[config.mk]
export PLATFORM = sky130hd
export DESIGN_NAME = ser_feed
export DESIGN_NICKNAME = d
export VERILOG_FILES = /design/src/rtl/ser_feed_pkg.sv /design/src/rtl/strobe_div.sv /design/src/rtl/ser_feed.sv
export SDC_FILE = /design/constraint.sdc
export NUM_CORES = 1
export LEC_CHECK = 0
export ABC_CLOCK_PERIOD_IN_PS = 1740
export CAP_MARGIN = 20
export CELL_PAD_IN_SITES_DETAIL_PLACEMENT = 1
export CELL_PAD_IN_SITES_GLOBAL_PLACEMENT = 1
export CORE_ASPECT_RATIO = 1.4
export CORE_MARGIN = 10
export CORE_UTILIZATION = 35
export DETAILED_ROUTE_END_ITERATION = 16
export GPL_ROUTABILITY_DRIVEN = 1
export PLACE_DENSITY = 0.74
export SLEW_MARGIN = 20
export SYNTH_ARGS = -nofsm -noshare
export SYNTH_HDL_FRONTEND = slang
export SYNTH_SLANG_ARGS = --single-unit
export TNS_END_PERCENT = 100
[constraint.sdc]
create_clock -name clk0 -period 1.74 [get_ports clk0]
set_input_delay 0.261 -clock clk0 [delete_from_list [all_inputs] [get_ports clk0]]
set_output_delay 0.261 -clock clk0 [all_outputs]
set_load 0.02 [all_outputs]
[src/rtl/ser_feed_pkg.sv]
// Shared types and sizing helpers for the ser_feed parallel-to-serial feeder.
package ser_feed_pkg;

    typedef enum logic [1:0] {
        IDLE  = 2'd0,
        SHIFT = 2'd1,
        DONE  = 2'd2
    } state_t;

    // Pace counter needs at least one bit even when DIV is 1 or 2.
    function automatic int unsigned pace_width(input int unsigned div);
        return (div > 2) ? $clog2(div) : 1;
    endfunction

endpackage

[src/rtl/strobe_div.sv]
// Programmable strobe divider: one-cycle tick every DIV cycles while running,
// first tick on the cycle after restart.
module strobe_div
    import ser_feed_pkg::*;
#(
    parameter int unsigned DIV = 1
) (
    input  logic clk0,
    input  logic Ra,
    input  logic run,
    input  logic restart,
    output logic tick
);

    localparam int unsigned   PW   = pace_width(DIV);
    localparam logic [PW-1:0] LAST = PW'(DIV - 1);
    localparam logic [PW-1:0] ONE  = PW'(1);

    logic [PW-1:0] r_cnt;

    // Explicit wrap at DIV-1 so non-power-of-two dividers never overflow.
    always_ff @(posedge clk0 or posedge Ra) begin
        if (Ra) begin
            r_cnt <= '0;
        end else if (restart || !run) begin
            r_cnt <= '0;
        end else if (r_cnt == LAST) begin
            r_cnt <= '0;
        end else begin
            r_cnt <= r_cnt + ONE;
        end
    end

    assign tick = run && (r_cnt == '0);

endmodule

[src/rtl/ser_feed.sv]
// Parallel-to-serial feeder: MSB-first bit stream with paced en strobes,
// done pulse per word and a registered Rs pulse for the downstream flop.
module ser_feed
    import ser_feed_pkg::*;
#(
    parameter int unsigned WIDTH = 8,
    parameter int unsigned DIV   = 1
) (
    input  logic             clk0,
    input  logic             Ra,
    input  logic             load_valid,
    input  logic [WIDTH-1:0] load_data,
    output logic             load_ready,
    input  logic             clear,
    output logic             D0,
    output logic             en,
    output logic             Rs,
    output logic             busy,
    output logic             done
);

    localparam int unsigned   BW       = $clog2(WIDTH);
    localparam logic [BW-1:0] BIT_LAST = BW'(WIDTH - 1);
    localparam logic [BW-1:0] BIT_ONE  = BW'(1);

    state_t           r_state;
    logic [WIDTH-1:0] r_shreg;
    logic [BW-1:0]    r_bitcnt;
    logic             r_rs;

    logic w_accept;
    logic w_run;
    logic w_restart;
    logic w_tick;

    assign w_accept  = (r_state == IDLE) && load_valid && !clear;
    assign w_run     = (r_state == SHIFT);
    assign w_restart = w_accept || clear;

    strobe_div #(
        .DIV(DIV)
    ) u_pace (
        .clk0   (clk0),
        .Ra     (Ra),
        .run    (w_run),
        .restart(w_restart),
        .tick   (w_tick)
    );

    // clear overrides every state transition, including a same-cycle load.
    always_ff @(posedge clk0 or posedge Ra) begin
        if (Ra) begin
            r_state  <= IDLE;
            r_shreg  <= '0;
            r_bitcnt <= '0;
            r_rs     <= 1'b0;
        end else begin
            r_rs <= clear;
            if (clear) begin
                r_state  <= IDLE;
                r_shreg  <= '0;
                r_bitcnt <= '0;
            end else begin
                case (r_state)
                    IDLE: begin
                        if (load_valid) begin
                            r_shreg  <= load_data;
                            r_bitcnt <= BIT_LAST;
                            r_state  <= SHIFT;
                        end
                    end
                    SHIFT: begin
                        if (w_tick) begin
                            if (r_bitcnt != '0) begin
                                r_shreg  <= {r_shreg[WIDTH-2:0], 1'b0};
                                r_bitcnt <= r_bitcnt - BIT_ONE;
                            end else begin
                                r_shreg <= '0;
                                r_state <= DONE;
                            end
                        end
                    end
                    DONE: begin
                        r_state <= IDLE;
                    end
                    default: begin
                        r_state <= IDLE;
                    end
                endcase
            end
        end
    end

    assign load_ready = (r_state == IDLE);
    assign D0         = (r_state == SHIFT) && r_shreg[WIDTH-1];
    assign en         = w_tick;
    assign Rs         = r_rs;
    assign busy       = (r_state != IDLE);
    assign done       = (r_state == DONE);

endmodule
==> results.json <==
{
  "drt-initial-drc-count": 8,
  "timing.final.crit_share_pct": 94.4,
  "die_w_um": 58.4,
  "fin_total_pwr_mw": 0.899,
  "antenna_cells": 0,
  "synth-edff-count": 0,
  "drv_cap": 0,
  "rr_startpoint": "r_bitcnt[0]",
  "synth_cells": 72,
  "multi_input_area_um2": 334,
  "synth_seq_cells": 14,
  "slowest_delay_ps": 430,
  "regToRegEndpoint": "r_shreg[2]",
  "die_area_um2": 4300,
  "drive_gt1_share_pct": 19.1,
  "synth_cell_types": 28,
  "fp.coreArea_um2": 1970,
  "firstDrtPassIters": 2,
  "cts-root-buf": "clkbuf_4",
  "relSlewSlack_pct": 63.1,
  "arrival_ps": 1380,
  "ys_dominant_reg_cell": "dfrtp_1",
  "yosys_warnings": 0,
  "n_fill_cell": 236,
  "pre_cts_slack_ps": 102,
  "cts_tree": "built",
  "io_pins": 18,
  "seqCellArea_um2": 352,
  "clock_path_buffers": 2,
  "worstHoldPathType": "input pin to async pin",
  "avgSynthCellArea_um2": 10.0,
  "seq_area_frac_synth_pct": 48.6,
  "grt_antenna_before_repair": 0,
  "setup_tns_ps": 0,
  "crit_path_start_kind": "register",
  "slowest_stage": "dfrtp_1",
  "path_clk_slew_ps": 90,
  "die_h_um": 73.7,
  "cts_setup_buffers": 0,
  "finalSetupViolCount": 0,
  "rsz0062_at_grt": "no",
  "wirelength_um": 1720,
  "area_growth_pct": 33.5,
  "routed_via_density": 5.07,
  "grt_pass1_vias": 637,
  "drv_slew": 0,
  "grt_pass1_wl_um": 2770,
  "required_ps": 1480,
  "start_util_pct": 36.5,
  "track_usage_pct": 8.19,
  "hpwl_um": 1420,
  "power_density_nw_per_um2": 934,
  "setup_slack_ps": 98.0,
  "ir_drop_uv": 568,
  "grt_max_degree": 15,
  "period_needed_ps": 1640,
  "fmax_ghz": 0.609,
  "crit_type": "register to output pin",
  "stdcell_count": 115,
  "critPathCaptureType": "output pin",
  "worstMarginPinSlew_ps": 553,
  "io_buffers": 17,
  "htreeDepth": 1,
  "clkLatencyLatePin_ps": 290,
  "rr_worst_depth": 6,
  "async_flop_share_pct": 100,
  "numCtsBuffers": 3,
  "r2r_setup_slack_ps": 200,
  "drc": 0,
  "crit_fanout": 5,
  "hold_buffers": 0,
  "crit_chain": "nand2b_4 > inv_2 > and2_1 > clkdlybuf4s15_1",
  "dp.cells": 111,
  "gr-total-overflow": 0,
  "antenna_left": 0,
  "place.gp.congestion": 0.721,
  "rows": 19,
  "status": "finished clean",
  "cts.sinks": 14,
  "syn_nets": 86,
  "power.leakage_nw": 0.448,
  "fin_nets": 109,
  "wire_per_inst_um": 14.9,
  "syn_area_um2": 721,
  "finalClockSkew_ps": 1.89,
  "vias": 583,
  "hold_viol": 0
}
sequential cells by signal, indices dropped and copies added, names as in the netlist:
name / flops
r_shreg: 8
r_bitcnt: 3
r_state: 2
Rs: 1
worst max-delay path by stage:
stage	cells after the start	from	slack, ps	endpoint
after floorplan	6	r_bitcnt[0]	380	r_shreg[1]
after global placement	4	r_state[0]	130	D0
after detailed placement	4	r_state[0]	100	D0
final	4	r_state[1]	100	D0
after CTS	4	r_state[1]	50	D0
after global routing	4	r_state[1]	6	D0
repair_timing:
action | in CTS | in global routing
gates resized for setup | 7 | 1
endpoints found under the hold margin | 0 | 0
setup endpoints to repair | 5 | 1
final cells by class:
type | count | share of cell area (%)
inverter | 7 | 2.73
sequential | 14 | 36.5
tap | 21 | 2.73
multi-input combinational | 49 | 34.7
clock buffer | 4 | 3.77
timing repair buffer | 20 | 19.5
cells by family (layout without fill, tap and decap cells):
family          Yosys count  in the layout  synth area share, %
fa+ha+maj                 2              2                 3.47
compound gates           21             21                 20.0
flops                    14             14                 48.6
mux                       1              1                 1.56
buf+inv                   9             31                 5.38
simple gates             25             25                 21.0
worst max-delay path, delay by kind of cell (launching register included):
family	cells	cell delay [ps]
buffers and inverters	2	370
flip-flops	1	430
AND/OR/NAND/NOR	2	300
stage by stage:
stage | instance area [µm²] | utilization [%] | hold WS [ps]
2_1_floorplan | 721 | - | 150
3_3_place_gp | 927 | 47.0 | 486
3_5_place_dp | 927 | 47.0 | 493
4_1_cts | 961 | 48.7 | 334
5_1_grt | 962 | 48.8 | 361
6_report | 962 | 48.8 | 314
placed cells by master, fill, tap and decap left out:
| cell type | Yosys | layout |
|---|---|---|
| and2b_1 | 2 | 2 |
| o21bai_2 | 1 | 1 |
| nand3_1 | 2 | 2 |
| buf_4 | 1 | 3 |
| a22oi_1 | 6 | 6 |
| nor3_1 | 1 | 1 |
| nand2b_1 | 1 | 1 |
| dfrtp_2 | 0 | 1 |
| nor3_4 | 1 | 1 |
| clkbuf_8 | 0 | 1 |
| mux2_2 | 1 | 1 |
| nor2b_1 | 1 | 1 |
| nor2_4 | 1 | 1 |
| clkdlybuf4s15_1 | 0 | 1 |
| dlygate4sd2_1 | 0 | 4 |
| clkbuf_4 | 0 | 3 |
| a311oi_1 | 2 | 2 |
| o21bai_1 | 1 | 1 |
| nand2_2 | 1 | 1 |
| dfrtp_1 | 14 | 13 |
| clkdlybuf4s50_1 | 0 | 12 |
| nor2_2 | 0 | 1 |
| a31o_2 | 1 | 1 |
| inv_1 | 6 | 6 |
| nor4bb_1 | 1 | 1 |
| a21oi_2 | 1 | 1 |
| ha_1 | 2 | 2 |
| and2_1 | 1 | 1 |
| inv_2 | 1 | 1 |
| nand2b_4 | 1 | 1 |
| a21oi_1 | 8 | 8 |
| nor2_1 | 9 | 8 |
| nand2_1 | 3 | 3 |
| o21ai_1 | 1 | 1 |
cell usage after synthesis (2+ instances only):
cell type	n	area share, %
nor2_1	9	4.7
nand3_1	2	1.4
inv_1	6	3.1
a311oi_1	2	2.4
a21oi_1	8	5.6
dfrtp_1	14	49
nand2_1	3	1.6
and2b_1	2	2.1
ha_1	2	3.5
a22oi_1	6	6.2
layer usage:
| metal | GRT usage (%) | wire, µm |
|---|---|---|
| met4 | 4.71 | 25 |
| met5 | 0 | 0 |
| met3 | 1.90 | 55 |
| met1 | 7.81 | 709 |
| met2 | 15.3 | 925 |
where the power goes:
group / leakage, nW / internal (mW) / total (mW) / switching [mW]
sequential: 0.177 / 0.370 / 0.402 / 0.0319
clock: 0.0210 / 0.128 / 0.243 / 0.116
combinational: 0.251 / 0.116 / 0.254 / 0.138
Power figures use the tool's default switching activity.
